===== src/rtl/fifo_wr_arbiter.sv =====
// Round-robin packet arbiter in front of a single FIFO write port.
//
// Handshake: a beat from requester i transfers at a rising clock edge where
// req_valid[i] && req_ready[i]. A requester holds valid/data/last stable until
// that edge; ready never depends on a requester other than the granted one and
// is at most one-hot. The accepted beat appears on fifo_wr_en/fifo_data_in one
// cycle later.
module fifo_wr_arbiter #(
  parameter int NUM_REQ    = 4,
  parameter int FIFO_WIDTH = 32,
  parameter int CNT_WIDTH  = 16
) (
  input  logic                          clk,
  input  logic                          rst,
  input  logic [NUM_REQ-1:0]            req_valid,
  input  logic [NUM_REQ-1:0]            req_last,
  input  logic [NUM_REQ*FIFO_WIDTH-1:0] req_data,
  output logic [NUM_REQ-1:0]            req_ready,
  input  logic                          fifo_full,
  input  logic                          fifo_almost_full,
  output logic                          fifo_wr_en,
  output logic [FIFO_WIDTH-1:0]         fifo_data_in,
  output logic [$clog2(NUM_REQ)-1:0]    grant_id,
  output logic                          busy,
  output logic [CNT_WIDTH-1:0]          wr_count
);

  localparam int ID_W = $clog2(NUM_REQ);
  localparam logic [ID_W-1:0] LAST_ID = ID_W'(NUM_REQ - 1);

  // IDLE: free to pick a new packet owner. LOCKED: mid-packet, owner fixed.
  typedef enum logic {
    IDLE   = 1'b0,
    LOCKED = 1'b1
  } state_t;

  state_t                state_q, state_d;
  logic [ID_W-1:0]       rr_ptr_q, rr_ptr_d;
  logic [ID_W-1:0]       grant_id_q, grant_id_d;
  logic                  fifo_wr_en_q, fifo_wr_en_d;
  logic [FIFO_WIDTH-1:0] fifo_data_q, fifo_data_d;
  logic [CNT_WIDTH-1:0]  wr_count_q, wr_count_d;

  logic [FIFO_WIDTH-1:0] beat [NUM_REQ];
  logic [ID_W-1:0]       sel;
  logic [ID_W-1:0]       cand;
  logic                  sel_found;
  logic                  space_ok;
  logic [ID_W-1:0]       acc_id;
  logic                  accept;
  logic                  acc_last;
  logic [FIFO_WIDTH-1:0] acc_data;

  // Modulo-NUM_REQ increment that also works for non-power-of-two counts.
  function automatic logic [ID_W-1:0] next_id(input logic [ID_W-1:0] id);
    return (id == LAST_ID) ? '0 : id + ID_W'(1);
  endfunction

  // A write issued this cycle may consume the last free slot, so treat
  // almost-full plus an in-flight write as full.
  assign space_ok = !fifo_full && !(fifo_almost_full && fifo_wr_en_q);

  // Unpack the flat data bus into one word per requester.
  always_comb begin
    for (int i = 0; i < NUM_REQ; i++) begin
      beat[i] = req_data[i*FIFO_WIDTH +: FIFO_WIDTH];
    end
  end

  // Round-robin pick: first valid requester at or after rr_ptr, wrapping.
  always_comb begin
    sel       = rr_ptr_q;
    sel_found = 1'b0;
    cand      = rr_ptr_q;
    for (int k = 0; k < NUM_REQ; k++) begin
      if (!sel_found && req_valid[cand]) begin
        sel       = cand;
        sel_found = 1'b1;
      end
      cand = next_id(cand);
    end
  end

  // FSM next state, ready generation and registered write-port next values.
  always_comb begin
    state_d      = state_q;
    rr_ptr_d     = rr_ptr_q;
    grant_id_d   = grant_id_q;
    req_ready    = '0;
    acc_id       = (state_q == IDLE) ? sel : grant_id_q;

    if (space_ok) begin
      if (state_q == LOCKED) begin
        req_ready[grant_id_q] = 1'b1;
      end else if (sel_found) begin
        req_ready[sel] = 1'b1;
      end
    end

    accept   = |(req_valid & req_ready);
    acc_last = req_last[acc_id];
    acc_data = beat[acc_id];

    fifo_wr_en_d = accept;
    fifo_data_d  = accept ? acc_data : fifo_data_q;
    wr_count_d   = accept ? wr_count_q + CNT_WIDTH'(1) : wr_count_q;

    if (accept) begin
      grant_id_d = acc_id;
      if (acc_last) begin
        // Packet done: the finisher drops to lowest priority.
        state_d  = IDLE;
        rr_ptr_d = next_id(acc_id);
      end else begin
        state_d  = LOCKED;
      end
    end
  end

  // State and output registers; reset abandons any in-flight packet.
  always_ff @(posedge clk or posedge rst) begin
    if (rst) begin
      state_q      <= IDLE;
      rr_ptr_q     <= '0;
      grant_id_q   <= '0;
      fifo_wr_en_q <= 1'b0;
      fifo_data_q  <= '0;
      wr_count_q   <= '0;
    end else begin
      state_q      <= state_d;
      rr_ptr_q     <= rr_ptr_d;
      grant_id_q   <= grant_id_d;
      fifo_wr_en_q <= fifo_wr_en_d;
      fifo_data_q  <= fifo_data_d;
      wr_count_q   <= wr_count_d;
    end
  end

  assign fifo_wr_en   = fifo_wr_en_q;
  assign fifo_data_in = fifo_data_q;
  assign grant_id     = grant_id_q;
  assign busy         = (state_q == LOCKED);
  assign wr_count     = wr_count_q;

endmodule


===== config.mk =====
export PLATFORM = sky130hd
export DESIGN_NAME = fifo_wr_arbiter
export DESIGN_NICKNAME = d
export VERILOG_FILES = /design/src/rtl/fifo_wr_arbiter.sv
export SDC_FILE = /design/constraint.sdc
export NUM_CORES = 1
export LEC_CHECK = 0
export CORE_UTILIZATION = 44
export DETAILED_ROUTE_END_ITERATION = 12
export PLACE_DENSITY = 0.95
export SYNTH_ARGS = -nofsm -noshare
export SYNTH_HDL_FRONTEND = slang
export SYNTH_SLANG_ARGS = --single-unit

===== constraint.sdc =====
create_clock -name clk -period 6.1 [get_ports clk]
set_input_delay 0.61 -clock clk [delete_from_list [all_inputs] [get_ports clk]]
set_output_delay 0.61 -clock clk [all_outputs]
set_load 0.03 [all_outputs]

======== After elaboration in Yosys (flattened, before gate mapping) ========
Index checks and enable logic that the tools add are counted.
word-level totals
  bits of input ports ..................... 140
  register bits ........................... 54
  output and inout bits ................... 56
operators by class
  bitwise logic cells ..................... 2
  reduce and logical (&&, ||, !) cells .... 14
  equality and inequality tests ........... 4
  muxes and demuxes ....................... 33
  add/sub/neg operators ................... 5
  order comparisons ....................... 10
operators by type and width
  cell                     number
  $bmux W32 S2             1
  $mux W32                 2
  $lt A2 B3 Y1 const B     7
  $add A16 B1 Y16 const B  1
  $mux W2                  8
  $mux W1                  12
  $mux W4                  3
  $bmux W1 S2              5
  $add A2 B1 Y2 const B    4
  $eq A2 B2 Y1 const B     4
  $logic_and A1 B1 Y1      7
  $logic_not A1 Y1         5
  $and A4 B4 Y4            1
  $demux W1 S2             2
  $ge A2 B1 Y1 const B     2
  $reduce_or A4 Y1         1
  $ge A3 B3 Y1 const B     1
  $not A2 Y3               1
  $reduce_and A2 Y1        1

======== Depth between registers and ports, before layout ========
Gate-level depths: netlist of run 1.
  word-level depth ........................ 22
  gate-level depth with buffers ........... 15
  gate-level depth less buffers ........... 11

======== Worst setup path after synthesis of run 1 ========
OpenSTA, ideal clock, no wires.
  path type ............................... register to output
  from .................................... register rr_ptr_q[0]
  to ...................................... output req_ready[1]
  arrival ................................. 2613 ps
  buffers on the path ..................... 1
  stages on the path, launching flop included .. 11
  slack ................................... 2877 ps
  cell sequence ........................... dfrtp_1 -> ha_1 -> buf_2 -> xnor2_1 -> o21a_1 -> a22o_1 -> a221oi_1 -> o21ai_0 -> a21oi_1 -> nand2b_1 -> a21oi_1
between the ends
  word-level cells in the longest chain between the ends .. 19
  elaborated cells between the ends (all ways) .. 38
ends and longest elaborated chain
  what                                                   RTL line  RTL
  start, declared                                        38        logic [ID_W-1:0] rr_ptr_q, rr_ptr_d;
  start signal, assigned                                 131       rr_ptr_q <= rr_ptr_d;
  branches (longest 16 deep; another with $lt A2 B3 Y1)  n/a
  $mux W4 (*)                                            95        end else if (sel_found) begin
  $mux W4 (*)                                            93        if (state_q == LOCKED) begin
  $mux W4 (*)                                            92        if (space_ok) begin
  end, declared                                          18        output logic [NUM_REQ-1:0] req_ready,
Mark *: on every way between the ends. The select of a mux whose other input is x is not followed.

======== Final worst setup path of run 1 ========
Ends and elaborated chain as after synthesis.

==> reports/metrics.csv, run 1 <==
stage;metric;value;unit
logic_synthesis;area leader, netlist;dfrtp_1;
clock_tree;Clock Path Buffers;2;
cells_and_area;multi-input logic area;2260;sq um
logic_synthesis;Synth Flop Type;dfrtp_1;
cells_and_area;Layout Area Growth over Synthesis;53.4;%
logic_synthesis;top cell type's share of synthesized area;35.5;%
logic_synthesis;count of unique library cells instantiated by Yosys;50;
logic_synthesis;Cells after Synth;428;
critical_path;CP Buf/Inv Count;1;
worst_hold_path;Hold EP;wr_count[15];
cells_and_area;filler cell count;627;
grt;largest net degree at the start of global routing;86;
cells_and_area;register area;1350;sq um
critical_path;slowest CP cell;ha_1;
logic_synthesis;Yosys warnings;0;
cells_and_area;ratio of cells with drive above 1 in the final layout;9.98;%
power;Leak;2.47;nW
clock_tree;# Post-CTS Setup Buffers;0;
logic_synthesis;Synth Area in Compound Gates;16.8;%
logic_synthesis;Area contributors post-synth;dfrtp_1, mux2_2, mux2i_1, o21ai_0, nand2_1;
critical_path;worst r2r path cells;10;
logic_synthesis;Synth Area in Simple Gates;16.4;%
clock_tree;clk_lat worst skew;300;ps
logic_synthesis;asr flop ratio synth;100;%
grt;number of global-route vias before repair;3633;
clock_tree;root buffer cell;clkbuf_8;
die;# rows;33;
timing;# setup viols final;0;
cells_and_area;diode count;0;
flow_run;max-cap violations;0;
die;Initial Utilization;45.9;%
logic_synthesis;Seq/Total Area, Yosys;35.5;%
die;core area;8300;sq um
clock_tree;TritonCTS clock tree;done;
worst_hold_path;hold depth;1;
die;die width;95.0;microns
timing;Max-slew headroom;44.2;%
critical_path;crit path kind;reg -> out;
route;Vias;3792;
timing;min Tclk post-route;4780;ps
logic_synthesis;Avg Synthesized Cell Area;8.90;sq um
power;VDD IR-drop max;0.356;mV
placed_design;worst slack, placed;1590;ps
critical_path;delay of the slowest cell on the worst path;780;ps
critical_path;Worst setup EP type;output pin;
logic_synthesis;largest family of logic cells by synthesized area;multiplexers;
clock_tree;Clock Pin Slew Worst Setup and Hold Paths;100;ps
timing;Final Hold Viols;0;
critical_path;Top Family by Delay on Critical Path;compound AO/OA/AOI/OAI gates;
critical_path;Worst setup SP type;register;
critical_path;Reg-to-Reg End;grant_id[0];
die;IO Count;196;
power;pwr dens;524;nW/um^2
route;First-pass DRT Iterations;4;
route;DR iter-0 viols;89;
critical_path;reg2reg setup slack;1580;ps
logic_synthesis;Synth Cell Area;3810;sq um
worst_hold_path;Min-Delay Startpoint;wr_count[15];
cells_and_area;commonest non-fill, non-tap cell in the layout;clkdlybuf4s50_1;
logic_synthesis;mux contribution to synthesized area;21.3;%
timing;Max Clk Rate;209;MHz
critical_path;worst path required time;5490;ps
logic_synthesis;number of synthesized register bits;54;
grt;total grt overflow;0;
grt;initial antenna violation count;0;
timing;RSZ-0062 raised after global routing;no;
clock_tree;CTS Buf Count;5;
status;status;complete, no violations;
timing;period utilization;78.3;%
route;DRC viols;0;
cells_and_area;Nets;742;
clock_tree;H-tree depth;2;
die;Die Span Y;95.0;microns
route;per-cell routed wire length;15.4;microns
critical_path;crit path from;rr_ptr_q[0];
worst_hold_path;hold crit path type;reg -> reg;
critical_path;CP most frequent cell;a21oi_1;
die;die area;9030;sq um
critical_path;reg2reg start;rr_ptr_q[0];
grt;first-pass GRT wire length;17.1;mm
timing;worst slew pin tran;837;ps
timing;Worst Slack Setup Final;1320;ps
cells_and_area;most frequent cells in the layout;clkdlybuf4s50_1, nand2_1, o21ai_0;
logic_synthesis;synthesized net count;570;
placed_design;DP Wirelength;8.46;mm
critical_path;CP max FO;26;
logic_synthesis;number of synthesized flops with an enable pin;0;
logic_synthesis;Synth Area in XOR/XNOR;3.91;%
clock_tree;hold_buf cts;0;
critical_path;CP cell instances;ha_1 > xnor2_1 > o21a_1 > a22o_1 > a221oi_1 > o21ai_0 > a21oi_1 > nand2b_1 > a21oi_1 > clkdlybuf4s50_1;
grt;GRT Resource Usage Total;24.2;%
clock_tree;cts repair resizes;0;
timing;Slew Viols, Final;0;
timing;Setup TNS Final;0;ps
timing;clock skew;15.9;ps
placed_design;GP Congestion;0.872;
route;detailed-route wire length;10.9;mm
placed_design;IO buf count;195;
clock_tree;CTS Sinks;54;
route;vias per cell;5.37;
critical_path;crit path DAT;4170;ps
route;post-route ant nets;0;
logic_synthesis;Synth Area in Adders;0.657;%
[through the flow]
stage	utilization (%)	std cells	instance area (sq um)	power (W)	hold WS (ps)
after floorplan	-	428	3810	0.00225	649
after global placement	69.3	698	5750	0.00279	457
after detailed placement	69.3	698	5750	0.00287	462
after CTS	70.4	706	5840	0.00307	479
after global routing	70.4	706	5840	0.00329	512
final	70.4	706	5840	0.00306	474
[cells in the mapped netlist, types with 3 or more instances]
library cell and count:
nor3_1 9, xor2_1 14, nand4_1 3, nand2b_1 7
mux2_2 36, nand2_1 76, nor3b_1 4, clkbuf_1 13
a21oi_1 10, nor2b_1 4, a31oi_1 4, nor2_1 14
xnor2_1 3, nand3b_1 3, dfrtp_1 54, mux2i_1 36
inv_1 6, buf_4 5, buf_2 14, nand3_1 4
o22ai_1 3, o21ai_0 70
[where the power goes]
group,internal (W),switching (W)
combinational,0.000964,0.00124
clock,0.0000811,0.000116
sequential,0.000516,0.000143
[metal layers]
layer	vias to the layer above	routed length [microns]	global-route usage, %
met5	-	0	0
met4	0	325	8.08
met3	26	707	5.18
met2	174	5580	42.9
met1	1733	4260	29.2
li1	1859	-	-
[sequential cells by signal, summed over array words and instances, names as in the netlist]
signal and count:
grant_id 2, fifo_data_in 32, busy 1, fifo_wr_en 1, rr_ptr_q 2, wr_count 16
[area by class of cell]
type                       instances  share of cell area, %
multi-input combinational        333                   38.7
sequential                        54                   23.1
timing repair buffer             199                   33.9
clock inverter                     3                  0.321
inverter                           7                  0.450
clock buffer                       5                   1.18
tap                              105                   2.25
[cells by family after synthesis]
kind of cell               after synthesis
AOI/OAI and AO/OA                      108
xor gates and xnor gates                17
muxes                                   74
buffers and inverters                   41
and+or+nand+nor                        132
DFF                                     54
adders and majority gates                2
[worst max-delay path by stage]
stage	endpoint	slack, ps	depth (start not counted)
floorplan	req_ready[1]	2880	10
global placement	wr_count[1]	1730	10
detailed placement	wr_count[1]	1590	10
CTS	req_ready[1]	1370	10
global route	req_ready[1]	950	10
finish	req_ready[1]	1320	10
Power figures use the tool's default switching activity.
==> run 2: changes to the inputs <==
- CORE_UTILIZATION: 44 -> 37
- PLACE_DENSITY: 0.95 -> 0.9
- clock period: 6.1 -> 4.15 ns (I/O delays scaled with it)
==> reports/metrics.csv, run 2 (synthesis results as in run 1) <==
stage;metric;value;unit;change
status;status;complete, no violations;;
clock_tree;# Post-CTS Setup Buffers;0;;unchanged
cells_and_area;ratio of cells with drive above 1 in the final layout;10.6;%;+0.63 points
timing;Slew Viols, Final;0;;unchanged
clock_tree;root buffer cell;clkbuf_8;;
timing;Final Hold Viols;0;;unchanged
power;Leak;2.56;nW;+3.5%
die;die area;10700;sq um;+19%
critical_path;Worst setup SP type;register;;
cells_and_area;Nets;744;;+0.27%
placed_design;IO buf count;195;;unchanged
clock_tree;TritonCTS clock tree;done;;
critical_path;CP Buf/Inv Count;1;;unchanged
timing;RSZ-0062 raised after global routing;no;;
clock_tree;hold_buf cts;0;;unchanged
die;Die Span Y;103;microns;+8.9%
route;First-pass DRT Iterations;7;;+3
placed_design;cell total after placement;728;;+4.3%
cells_and_area;diode count;0;;unchanged
route;per-cell routed wire length;15.2;microns;-1.2%
worst_hold_path;hold crit path type;reg -> reg;;
route;post-route ant nets;0;;unchanged
cells_and_area;Layout Area Growth over Synthesis;56.7;%;
cells_and_area;max reg flops;32;;unchanged
grt;first-pass GRT wire length;18.1;mm;+5.9%
clock_tree;clk_lat worst skew;300;ps;about the same
die;# rows;36;;+9.1%
timing;Setup TNS Final;0;ps;unchanged
critical_path;delay of the slowest cell on the worst path;510;ps;-270 ps
timing;Max Clk Rate;262;MHz;
critical_path;slowest CP cell;dfrtp_1;;
critical_path;crit path kind;reg -> reg;;
die;IO Count;196;;unchanged
grt;largest net degree at the start of global routing;71;;-17%
clock_tree;H-tree depth;2;;unchanged
grt;total grt overflow;0;;unchanged
placed_design;GP Congestion;0.911;;+4.5%
timing;Max-slew headroom;24.7;%;-20 points
clock_tree;Clock Pin Slew Worst Setup and Hold Paths;100;ps;about the same
timing;# setup viols final;0;;unchanged
power;pwr dens;782;nW/um^2;+49%
route;detailed-route wire length;11.2;mm;+3.0%
clock_tree;CTS Sinks;54;;unchanged
cells_and_area;commonest non-fill, non-tap cell in the layout;clkdlybuf4s50_1;;
timing;period utilization;91.9;%;
critical_path;CP cell instances;ha_4 > nor2_1 > a311oi_1 > o21ai_0 > a221oi_1 > a211o_1 > mux2_2 > a31oi_1 > o221a_4 > buf_12 > o21ai_0 > o21ai_0;;
flow_run;max-cap violations;0;;unchanged
timing;worst slew pin tran;1130;ps;+291 ps
grt;number of global-route vias before repair;3907;;+7.5%
grt;GRT Resource Usage Total;21.7;%;-2.5 points
grt;initial antenna violation count;0;;unchanged
route;DRC viols;0;;unchanged
critical_path;Top Family by Delay on Critical Path;compound AO/OA/AOI/OAI gates;;
die;Initial Utilization;38.6;%;-7.3 points
timing;clock skew;13.7;ps;-2.19 ps
clock_tree;CTS Buf Count;5;;unchanged
placed_design;DP Wirelength;8.70;mm;+2.9%
critical_path;Worst setup EP type;register;;
route;Vias;3841;;+1.3%
route;vias per cell;5.22;;-2.8%
critical_path;worst path required time;4370;ps;-1120 ps
cells_and_area;most frequent cells in the layout;clkdlybuf4s50_1, nand2_1, o21ai_0;;
route;DR iter-0 viols;130;;+46%
critical_path;CP max FO;47;;+81%
critical_path;crit path DAT;4030;ps;-140 ps
die;die width;103;microns;+8.9%
cells_and_area;post-route insts no fill;736;;+4.2%
timing;min Tclk post-route;3820;ps;
power;VDD IR-drop max;0.460;mV;+29%
clock_tree;Clock Path Buffers;2;;unchanged
critical_path;CP most frequent cell;o21ai_0;;
die;core area;9860;sq um;+19%
run 2: layer usage:
metal  share of wire [%]  global-route usage (%)
met4                 3.5                    8.99
met5                   0                       0
met2                  50                    38.7
met3                 8.0                    5.78
met1                  39                    24.5
run 2: through the flow:
step | setup WS, ps | power (W) | hold slack (ps) | area [sq um] | utilization [%]
floorplan | 997 | 0.00331 | 649 | 3810 | -
global placement | 364 | 0.00417 | 460 | 5830 | 59.1
detailed placement | 156 | 0.00429 | 466 | 5830 | 59.1
CTS | 48.7 | 0.00468 | 487 | 5950 | 60.3
global route | 71.3 | 0.00504 | 520 | 5970 | 60.5
finish | 335 | 0.00467 | 484 | 5970 | 60.5
run 2: report_power, final:
group,internal (W),switching (W)
clock network,0.000199,0.000175
registers,0.000758,0.000184
logic,0.00149,0.00186
total,0.00245,0.00222
run 2: layout make-up:
class / count / area [sq um]
timing repair buffer: 201 / 2030
clock buffer: 6 / 82.6
clock inverter: 2 / 38.8
inverter: 7 / 26.3
multi-input combinational: 333 / 2270
tap: 133 / 166
sequential: 54 / 1350
fill: 821 / 3900
run 2: final timing paths:
path                                    from                to  slack [ps]  cells after the start
worst min-delay path            wr_count[15]      wr_count[15]         480                      1
max in group asynchronous                rst  fifo_data_in[13]        2730                      2
worst max-delay path             rr_ptr_q[1]       rr_ptr_q[0]         330                     12
worst max register to register   rr_ptr_q[1]       rr_ptr_q[0]         330                     12
min in group asynchronous                rst  fifo_data_in[16]         720                      2
worst min register to register  wr_count[15]      wr_count[15]         480                      1
run 2: worst reg2reg max path, stage by stage (launching register included):
cell and delay (ps):
dfrtp_1 510, ha_4 440, nor2_1 90, a311oi_1 360, o21ai_0 140, a221oi_1 360
a211o_1 290, mux2_2 360, a31oi_1 290, o221a_4 460, buf_12 260, o21ai_0 100
o21ai_0 80
run 2: timing repair:
| action | in CTS | in global routing |
|---|---|---|
| resized for setup | 1 | 4 |
| setup endpoints to repair | 3 | 30 |
| gates cloned | 0 | 0 |
==> run 3: changes to the inputs <==
- CTS_BUF_LIST: unset -> sky130_fd_sc_hd__clkbuf_8
==> results of run 3 <==
No change in the layout: final DEF, timing and power equal those of run 2.
